File: config.mk
export PLATFORM = sky130hd
export DESIGN_NAME = oam_dma
export DESIGN_NICKNAME = d
export VERILOG_FILES = /design/src/rtl/oam_dma.sv
export SDC_FILE = /design/constraint.sdc
export NUM_CORES = 1
export LEC_CHECK = 0
export ABC_AREA = 1
export CAP_MARGIN = 0
export CORE_ASPECT_RATIO = 1.1
export CORE_MARGIN = 2
export CORE_UTILIZATION = 25
export CTS_CLUSTER_DIAMETER = 40
export DETAILED_ROUTE_END_ITERATION = 7
export PLACE_DENSITY_LB_ADDON = 0.25
export SLEW_MARGIN = 10
export SYNTH_ARGS = -nofsm -noshare
export SYNTH_HDL_FRONTEND = slang
export SYNTH_SLANG_ARGS = --single-unit
export TNS_END_PERCENT = 50
File: constraint.sdc
create_clock -name clk -period 1.6 [get_ports clk]
set_input_delay 0.16 -clock clk [delete_from_list [all_inputs] [get_ports clk]]
set_output_delay 0.16 -clock clk [all_outputs]
set_load 0.02 [all_outputs]
File: src/rtl/oam_dma.sv
// Sprite DMA engine: a CPU write to DMA_REG halts the CPU and copies one
// 256-byte page to OAM_DATA as alternating read/write bus cycles.
module oam_dma #(
  parameter logic [15:0] DMA_REG  = 16'h4014,
  parameter logic [15:0] OAM_DATA = 16'h2004
) (
  input  logic        clk,
  input  logic        n_reset,
  input  logic [15:0] cpu_addr,
  input  logic [7:0]  cpu_wdata,
  input  logic        cpu_we,
  output logic        cpu_rdy,
  output logic [15:0] bus_addr,
  output logic [7:0]  bus_wdata,
  output logic        bus_we,
  input  logic [7:0]  bus_rdata,
  output logic        dma_active
);

  typedef enum logic [2:0] {
    IDLE  = 3'd0,
    HALT  = 3'd1,
    ALIGN = 3'd2,
    READ  = 3'd3,
    WRITE = 3'd4
  } state_t;

  state_t     state_r, state_s;
  logic       parity_r;
  logic [7:0] page_r, page_s;
  logic [7:0] idx_r, idx_s;
  logic [7:0] latch_r, latch_s;

  // State, cycle parity and transfer datapath registers
  always_ff @(posedge clk or negedge n_reset) begin
    if (!n_reset) begin
      state_r  <= IDLE;
      parity_r <= 1'b0;
      page_r   <= 8'h00;
      idx_r    <= 8'h00;
      latch_r  <= 8'h00;
    end else begin
      state_r  <= state_s;
      parity_r <= ~parity_r;
      page_r   <= page_s;
      idx_r    <= idx_s;
      latch_r  <= latch_s;
    end
  end

  // Next-state logic, datapath updates and bus ownership mux
  always_comb begin
    state_s    = state_r;
    page_s     = page_r;
    idx_s      = idx_r;
    latch_s    = latch_r;
    cpu_rdy    = 1'b0;
    dma_active = 1'b1;
    bus_addr   = {page_r, 8'h00};
    bus_wdata  = 8'h00;
    bus_we     = 1'b0;
    case (state_r)
      IDLE: begin
        cpu_rdy    = 1'b1;
        dma_active = 1'b0;
        bus_addr   = cpu_addr;
        bus_wdata  = cpu_wdata;
        bus_we     = cpu_we;
        if (cpu_we && (cpu_addr == DMA_REG)) begin
          page_s  = cpu_wdata;
          idx_s   = 8'h00;
          state_s = HALT;
        end else begin
          state_s = IDLE;
        end
      end
      HALT: begin
        // Reads must land on even cycles; an even HALT needs one filler cycle.
        if (parity_r) begin
          state_s = READ;
        end else begin
          state_s = ALIGN;
        end
      end
      ALIGN: begin
        state_s = READ;
      end
      READ: begin
        bus_addr = {page_r, idx_r};
        latch_s  = bus_rdata;
        state_s  = WRITE;
      end
      WRITE: begin
        bus_addr  = OAM_DATA;
        bus_wdata = latch_r;
        bus_we    = 1'b1;
        idx_s     = idx_r + 8'd1;
        if (idx_r == 8'hFF) begin
          state_s = IDLE;
        end else begin
          state_s = READ;
        end
      end
      default: begin
        state_s = IDLE;
      end
    endcase
  end

endmodule

==> results.yml, run 1 <==
status:
  status: "finished with violations"
  failed_checks: "negative setup slack"
timing:
  grt_setup_unrepaired: "true"
  finalCriticalPeriod_ns: 1.70
  setup_viol: 13
  setup_ws_ns: -0.0982
  hold_viol: 0
  whs_ns: 0.255
  relSlewSlack: 0.749
  timing.final.crit_share: 1.06
  max_clock_freq_mhz: 589
  skew_ns: 0.00395
  slew_viol_final: 0
  tns_ns: -0.804
  worst_pin_slew_ns: 0.377
die:
  start_util: 0.260
  num_io_pins: 62
  fp.dieH_um: 88.5
  design.core.area_um2: 6230
  die_w_um: 80.8
  dieArea_um2: 7150
  num_rows: 30
logic_synthesis:
  synth_area_um2: 1620
  synth_area_leaders: "dfrtp_1, nand2_1, inv_1, nand3_1, o21ai_0"
  synth-async-reset-ratio: 1.00
  synthDistinctLibCells: 25
  yosys.area.top_type: "dfrtp_1"
  synth_cells: 218
  synth-xor-area-share: 0
  synth_adder_area_share: 0.00771
  ys_warn_count: 0
  synth-seq-cells: 28
  synth_edf_count: 0
  synth_most_common_cell: "nand2_1"
  synth.area.mux_share: 0
  synth_top_area_frac: 0.432
  synthTopCellsByCount: "nand2_1, dfrtp_1, inv_1"
  avgSynthCellArea_um2: 7.44
  yosys.area_share.simple: 0.323
  synth_top_family_by_area: "simple AND/OR/NAND/NOR gates"
  synth_flop_cell: "dfrtp_1"
  yosysSeqAreaShare: 0.432
  synth_fp_nets: 254
  synth_compound_area_frac: 0.149
grt:
  antenna_found_initial: 0
  grt_pass1_wl_mm: 8.19
  grt_use_total: 0.148
  grt_pass1_vias: 1769
  grt_max_degree: 29
  grt_overflow: 0
critical_path:
  cp-end-kind: "output pin"
  critPathKind: "flip-flop to output pin"
  crit_chain: "nor2_4 -> buf_6 -> clkinvlp_4 -> a22o_1 -> buf_6"
  worst_path_most_repeated_cell: "buf_6"
  crit_fanout: 7
  cp_slowest_cell: "dfrtp_1"
  arrival_ns: 1.54
  crit_required_ns: 1.44
  cp-start-kind: "flip-flop"
  crit_path_max_incr_delay_ns: 0.42
power_and_ir_drop:
  pwr_density_cell_nw_per_um2: 1550
  p_int_mw: 2.46
  seqPwrFrac: 0.232
  power_frac_comb: 0.631
  vdd_ir_drop_max_mv: 0.683
  p_sw_frac: 0.417
  power_mw: 4.23
  p_leak_nw: 1.38
  p_sw_mw: 1.76
  clkPwrFrac: 0.137
clock_tree:
  cts-root-buf: "clkbuf_8"
  cts_tree: "yes"
  htreeDepth: 1
  postCtsHoldBufs: 0
  clkLatencyLatePin_ns: 0.28
  cts_sinks: 28
  cts_buffer_depth: 2
  cts-buffers-inserted: 3
  clk_transition_reported_paths_ns: 0.10
cells_and_area:
  seq_area_um2: 701
  synthToLayoutAreaGrowth_pct: 67.9
  fin_nets: 354
  fin_util: 0.437
  drive_gt1_frac: 0.322
  diodes: 0
  final_area_um2: 2730
  fillers: 661
  multi_input_area_um2: 822
detailed_routing:
  viasPerCell: 4.49
  dr.pass1.iters: 4
  first_iter_violations: 130
  ant_nets: 0
  drc: 0
  totalWireLength_mm: 5.09
  wl_per_cell_um: 12.8
  num_vias: 1781
placement:
  hpwl_mm: 3.83
  placed_area_um2: 2520
  place_congestion: 0.846
  numPortBuffers: 61
min_path:
  min_path_type: "input pin to async pin"
run:
  cap_viol_max_count: 0
## power groups by stage
| stage | logic (mW) | registers (mW) | clock network (mW) |
|---|---|---|---|
| 3_5_place_dp | 2.34 | 0.999 | 0 |
| 3_3_place_gp | 2.31 | 0.992 | 0 |
| 4_1_cts | 2.45 | 0.979 | 0.592 |
| 5_1_grt | 2.88 | 0.997 | 0.616 |
| 2_1_floorplan | 1.12 | 0.981 | 0 |
| 6_report | 2.67 | 0.981 | 0.579 |
## layout make-up
cell class	count	area share
timing repair buffer	102	0.337
multi-input combinational	155	0.302
sequential	28	0.257
inverter	28	0.0418
tap	80	0.0367
clock buffer	3	0.0152
clock inverter	1	0.0110
## routing by layer
| metal | routed length (µm) | up-vias | global-route usage |
|---|---|---|---|
| li1 | - | 899 | - |
| met1 | 2240 | 831 | 0.178 |
| met2 | 2570 | 45 | 0.273 |
| met3 | 214 | 6 | 0.0163 |
| met4 | 65 | 0 | 0.0462 |
| met5 | 0 | - | 0 |
## cells in the final DEF (no fill, tap or decap)
cell and instances:
clkinvlp_4 1, inv_4 2, nand3_2 1, o22ai_1 1
clkbuf_8 3, nand2_1 70, nor2_2 1, o21ai_2 12
o21ai_0 5, nand3_1 18, buf_12 1, nand2_2 4
bufinv_16 1, o21ai_1 10, buf_2 4, inv_1 23
nor2_4 2, a21oi_2 1, buf_6 16, dfrtp_1 28
nand3_4 2, buf_4 46, clkdlybuf4s15_2 1, nand2_4 2
a22o_1 6, o211ai_1 1, clkdlybuf4s50_1 34, nand4_1 3
nand3b_1 1, inv_2 2, nor2_1 13, a21oi_1 1
ha_1 1
## registers in the layout, indices dropped and copies added, names as in the netlist
signal    count
idx_r         8
latch_r       8
page_r        8
parity_r      1
state_r       3
## cells by family (layout without fill, tap and decap cells)
group           count (synthesis)  count (layout)
compound gates                 37              37
flops                          28              28
fa+ha+maj                       1               1
simple gates                  117             117
buf+inv                        35             134
## final timing paths
kind / startpoint / endpoint / slack (ns) / cells after the start
setup reg to reg: state_r[2]$_DFF_PN0_ / state_r[1]$_DFF_PN0_ / 0.06 / 8
max in group asynchronous: n_reset / latch_r[3]$_DFFE_PN0N_ / 1.08 / 2
hold / removal: n_reset / idx_r[2]$_DFFE_PN0P_ / 0.25 / 2
min in group clk: bus_rdata[0] / latch_r[0]$_DFFE_PN0N_ / 0.40 / 3
setup / recovery: state_r[1]$_DFF_PN0_ / bus_addr[10] / -0.1 / 5
hold reg to reg: parity_r$_DFF_PN0_ / parity_r$_DFF_PN0_ / 0.42 / 1
## critical path, delay by kind of cell (launching register included)
family | cells | cell delay (ns)
compound gates | 1 | 0.27
buf+inv | 3 | 0.40
flops | 1 | 0.42
simple gates | 1 | 0.16
## through the flow
stage                     setup WS (ns)  cells
after detailed placement         -0.272    382
after global placement           -0.224    382
after global routing             -0.177    397
after CTS                        -0.124    394
final                           -0.0982    397
after floorplan                 -0.0159    218
## repair_timing
item                                    in CTS  in global routing
gates resized for setup                    157                 30
endpoints found under the setup margin      27                 42
pin swaps                                    8                  9
buffers inserted                             8                  3
Note: power is estimated with default switching activity, not from simulation.
==> run 2: changes to the inputs <==
Settings changed: CAP_MARGIN 0 to 20, CORE_ASPECT_RATIO 1.1 to 1.5.
==> run 2 against run 1 <==
  * The flow still finishes with violations (negative setup slack)
  * Routed wire length decreased by 0.51%
  * Die area increased by 0.18%
  * Critical endpoint is now bus_addr[9]
  * Via count decreased by 2.2%
==> results.yml, run 2 (synthesized netlist as in run 1, its figures left out) <==
die:
  dieArea_um2: 7170
  fp.dieH_um: 103
  num_rows: 36
  design.core.area_um2: 6400
  start_util: 0.254
  num_io_pins: 62
  die_w_um: 69.8
timing:
  timing.final.crit_share: 1.12
  setup_ws_ns: -0.187
  slew_viol_final: 0
  worst_pin_slew_ns: 0.372
  skew_ns: 0.0108
  hold_viol: 0
  whs_ns: 0.262
  setup_viol: 32
  grt_setup_unrepaired: "true"
  relSlewSlack: 0.752
  max_clock_freq_mhz: 560
  finalCriticalPeriod_ns: 1.79
run:
  cap_viol_max_count: 0
cells_and_area:
  synthToLayoutAreaGrowth_pct: 68.2
  top_regs: "idx_r x8, latch_r x8, page_r x8"
  layout_common_cells: "nand2_1, clkdlybuf4s50_1, buf_4"
  diodes: 0
  fin_util: 0.427
  layout_commonest_cell: "nand2_1"
  drive_gt1_frac: 0.315
  fin_nets: 346
  fillers: 702
  fin_cells: 384
placement:
  numPortBuffers: 61
  place_congestion: 0.784
  dp.cells: 376
  pre_cts_slack_ns: -0.289
  hpwl_mm: 3.75
grt:
  antenna_found_initial: 0
  grt_use_total: 0.141
  grt_pass1_wl_mm: 8.16
  grt_max_degree: 29
  grt_pass1_vias: 1725
  grt_overflow: 0
detailed_routing:
  wl_per_cell_um: 13.2
  totalWireLength_mm: 5.07
  viasPerCell: 4.53
  ant_nets: 0
  num_vias: 1741
  drc: 0
  dr.pass1.iters: 4
  first_iter_violations: 75
critical_path:
  crit_required_ns: 1.44
  critPathKind: "flip-flop to output pin"
  worst_path_most_repeated_cell: "buf_6"
  crit_path_max_incr_delay_ns: 0.40
  arrival_ns: 1.63
  crit_chain: "buf_6 -> nor2_4 -> buf_6 -> clkinvlp_4 -> a22o_1 -> buf_6"
  critical_path.n_buffers_inverters: 4
  cp-end-kind: "output pin"
  critPathLaunch: "state_r[0]$_DFF_PN0_"
  cp_slowest_cell: "dfrtp_1"
  critical-path-top-delay-family: "buffers and inverters"
  crit_fanout: 7
  cp-start-kind: "flip-flop"
  r2r_start: "state_r[0]$_DFF_PN0_"
status:
  status: "finished with violations"
  failed_checks: "negative setup slack"
clock_tree:
  htreeDepth: 1
  cts_sinks: 28
  cts_tree: "yes"
  cts-root-buf: "clkbuf_8"
  clk_transition_reported_paths_ns: 0.10
  cts-buffers-inserted: 3
  cts_buffer_depth: 2
  clkLatencyLatePin_ns: 0.28
power_and_ir_drop:
  power_mw: 4.19
  p_leak_nw: 1.36
  vdd_ir_drop_max_mv: 0.703
  pwr_density_cell_nw_per_um2: 1540
min_path:
  min_path_type: "input pin to async pin"
[run 2: cell count changes in the layout (fill, tap and decap cells not counted), sizes merged]
cell / delta
bufinv: -1
clkbuf: +1
buf: -9
clkdlybuf4s15: -1
clkinvlp: +1
[run 2: per-stage QoR]
step / area [µm²] / TNS, ns
6_report: 2730 / -2.71
5_1_grt: 2730 / -5.79
4_1_cts: 2540 / -2.54
3_5_place_dp: 2520 / -6.18
3_3_place_gp: 2520 / -6.00
2_1_floorplan: 1620 / -0.0794
[run 2: layer usage]
layer  global-route usage  part of all wire  up-vias
met5                    0                 0        -
met4               0.0222            0.0089        0
met3               0.0176             0.044        5
met2                0.279              0.57       49
met1                0.164              0.38      805
li1                     -                 -      882
[run 2: layout make-up]
| class | instances | area, µm² | area share |
|---|---|---|---|
| Timing Repair Buffer | 93 | 891 | 0.326 |
| Inverter | 28 | 119 | 0.0436 |
| Clock buffer | 3 | 41.3 | 0.0151 |
| Timing Repair inverter | 1 | 7.51 | 0.00275 |
| Sequential cell | 28 | 701 | 0.257 |
| Tap cell | 76 | 95.1 | 0.0348 |
| Multi-Input combinational cell | 155 | 875 | 0.320 |
[run 2: path summary, 6_finish.rpt]
| kind | to | slack [ns] | cells after the start |
|---|---|---|---|
| max | bus_addr[9] | -0.19 | 6 |
| min | idx_r[5]$_DFFE_PN0P_ | 0.26 | 2 |
| max reg2reg | page_r[5]$_DFFE_PN0P_ | -0.04 | 8 |
| min reg2reg | parity_r$_DFF_PN0_ | 0.43 | 1 |
| max in group asynchronous | latch_r[1]$_DFFE_PN0N_ | 1.06 | 2 |
| min in group clk | latch_r[0]$_DFFE_PN0N_ | 0.40 | 3 |
[run 2: timing repair]
| item | CTS | global route |
|---|---|---|
| buffers inserted | 2 | 1 |
| pin swaps | 7 | 3 |
| resized for setup | 153 | 50 |
| hold buffers | 0 | 0 |
| setup endpoints to repair | 28 | 44 |
| gates cloned | 0 | 2 |
[run 2: report_power, final]
part | total (mW) | switching, mW | internal [mW]
Combinational | 2.81 | 1.49 | 1.32
Sequential | 0.988 | 0.119 | 0.869
Clock | 0.391 | 0.222 | 0.169
Total | 4.19 | 1.83 | 2.36
==> run 3: changes to the inputs <==
Settings changed: CTS_BUF_LIST set to sky130_fd_sc_hd__clkbuf_4, SLEW_MARGIN 10 to unset.
Clock period 1.6 ns to 1.53 ns, I/O delays scaled along.
==> run 3 against run 2 <==
  * The run still ends with negative setup slack left
  * Sequential cell count is the same
  * Die area unchanged
  * Clock skew increased by 0.0065 ns
  * Utilization is 1.2 points lower
  * Worst hold slack worse by 0.072 ns
  * Combinational power fell by 3%
  * Sequential power is essentially flat
  * Non-clock buffer count increased by 3
  * Register-to-register slack is essentially flat
  * Sequential share of layout area grew 0.73 points
  * Setup slack worse by 0.047 ns
  * Routed wire length shrank 3.6%
  * Critical endpoint is now bus_addr[11]
==> results.yml, run 3 (synthesized netlist as in run 1, its figures left out) <==
timing:
  hold_viol: 0
  slew_viol_final: 0
  max_clock_freq_mhz: 567
  whs_ns: 0.190
  skew_ns: 0.0173
  finalCriticalPeriod_ns: 1.76
  tns_ns: -4.33
  setup_viol: 33
  setup_ws_ns: -0.234
  grt_setup_unrepaired: "true"
  timing.final.crit_share: 1.15
  relSlewSlack: 0.739
  worst_pin_slew_ns: 0.391
cells_and_area:
  seq_area_um2: 701
  fin_cells: 388
  top_regs: "idx_r x8, latch_r x8, page_r x8"
  fin_util: 0.415
  layout_common_cells: "nand2_1, buf_4, clkdlybuf4s50_1"
  drive_gt1_frac: 0.295
  layout_commonest_cell: "nand2_1"
  fin_nets: 349
  synthToLayoutAreaGrowth_pct: 63.5
  multi_input_area_um2: 842
  fillers: 693
  diodes: 0
  final_area_um2: 2650
placement:
  pre_cts_slack_ns: -0.329
  dp.cells: 379
  numPortBuffers: 61
  hpwl_mm: 3.73
  place_congestion: 0.830
  placed_area_um2: 2530
min_path:
  min_path_type: "input pin to async pin"
clock_tree:
  cts_tree: "yes"
  cts_sinks: 28
  cts-buffers-inserted: 3
  cts_buffer_depth: 2
  postCtsHoldBufs: 0
  clk_transition_reported_paths_ns: 0.16
  cts-root-buf: "clkbuf_4"
  clkLatencyLatePin_ns: 0.33
  htreeDepth: 1
detailed_routing:
  viasPerCell: 4.45
  dr.pass1.iters: 4
  first_iter_violations: 79
  num_vias: 1727
  ant_nets: 0
  totalWireLength_mm: 4.88
  wl_per_cell_um: 12.6
  drc: 0
critical_path:
  critPathLaunch: "state_r[0]$_DFF_PN0_"
  arrival_ns: 1.61
  crit_fanout: 7
  critPathKind: "flip-flop to output pin"
  cp-start-kind: "flip-flop"
  cp-end-kind: "output pin"
  crit_required_ns: 1.38
  r2r_start: "state_r[0]$_DFF_PN0_"
power_and_ir_drop:
  power_mw: 4.06
  vdd_ir_drop_max_mv: 0.634
  p_leak_nw: 1.33
  pwr_density_cell_nw_per_um2: 1530
die:
  num_io_pins: 62
  die_w_um: 69.8
  fp.dieH_um: 103
  dieArea_um2: 7170
  design.core.area_um2: 6400
  num_rows: 36
  start_util: 0.254
grt:
  grt_use_total: 0.140
  grt_overflow: 0
  grt_pass1_vias: 1699
  grt_pass1_wl_mm: 8.05
  grt_max_degree: 29
  antenna_found_initial: 0
status:
  status: "finished with violations"
  failed_checks: "negative setup slack"
run:
  cap_viol_max_count: 0
[run 3: cell types whose count changed in the layout (fill, tap and decap cells not counted), moves of 2 or more]
| cell | change |
|---|---|
| o21ai_1 | +5 |
| buf_2 | -2 |
| nand2_1 | +4 |
| nand2_4 | -3 |
| o21ai_2 | -4 |
| clkbuf_4 | +3 |
| clkbuf_8 | -3 |
| buf_6 | -2 |
| buf_8 | -2 |
| buf_4 | +11 |
[run 3: worst paths after layout]
path | to | slack, ns | depth (start not counted)
setup reg to reg | page_r[5]$_DFFE_PN0P_ | -0.05 | 7
hold reg to reg | parity_r$_DFF_PN0_ | 0.44 | 1
hold / removal | idx_r[3]$_DFFE_PN0P_ | 0.19 | 2
min in group clk | latch_r[6]$_DFFE_PN0N_ | 0.33 | 3
setup / recovery | bus_addr[11] | -0.23 | 5
max in group asynchronous | latch_r[7]$_DFFE_PN0N_ | 1.04 | 2
[run 3: final cells by class]
type,count,area share
repair buffers,96,0.326
flip-flops and latches,28,0.264
well taps,76,0.0358
multi-input cells,155,0.317
inverters,28,0.0438
repair inverters,1,0.00283
clock inverters,1,0.00141
clock buffers,3,0.00849
[run 3: power breakdown]
group / switching (mW) / internal [mW]
Sequential: 0.108 / 0.907
Combinational: 1.46 / 1.27
Clock: 0.222 / 0.0956
[run 3: worst max-delay path, cell delays in order, from the launching register on]
cell        delay, ns
dfrtp_1          0.45
nor2_4           0.16
buf_6            0.13
clkinvlp_4       0.13
a22o_1           0.27
buf_6            0.14
[run 3: timing repair]
item,CTS,global route
pin swaps,11,3
gates cloned,0,1
resized for setup,165,24
buffers inserted,3,1
endpoints found under the setup margin,37,45
[run 3: per-layer routing]
| metal | global-route usage | share of wire | routed length [µm] |
|---|---|---|---|
| met3 | 0.0215 | 0.039 | 190 |
| met1 | 0.164 | 0.41 | 1990 |
| met5 | 0 | 0 | 0 |
| met4 | 0.0414 | 0.015 | 75 |
| met2 | 0.262 | 0.54 | 2630 |
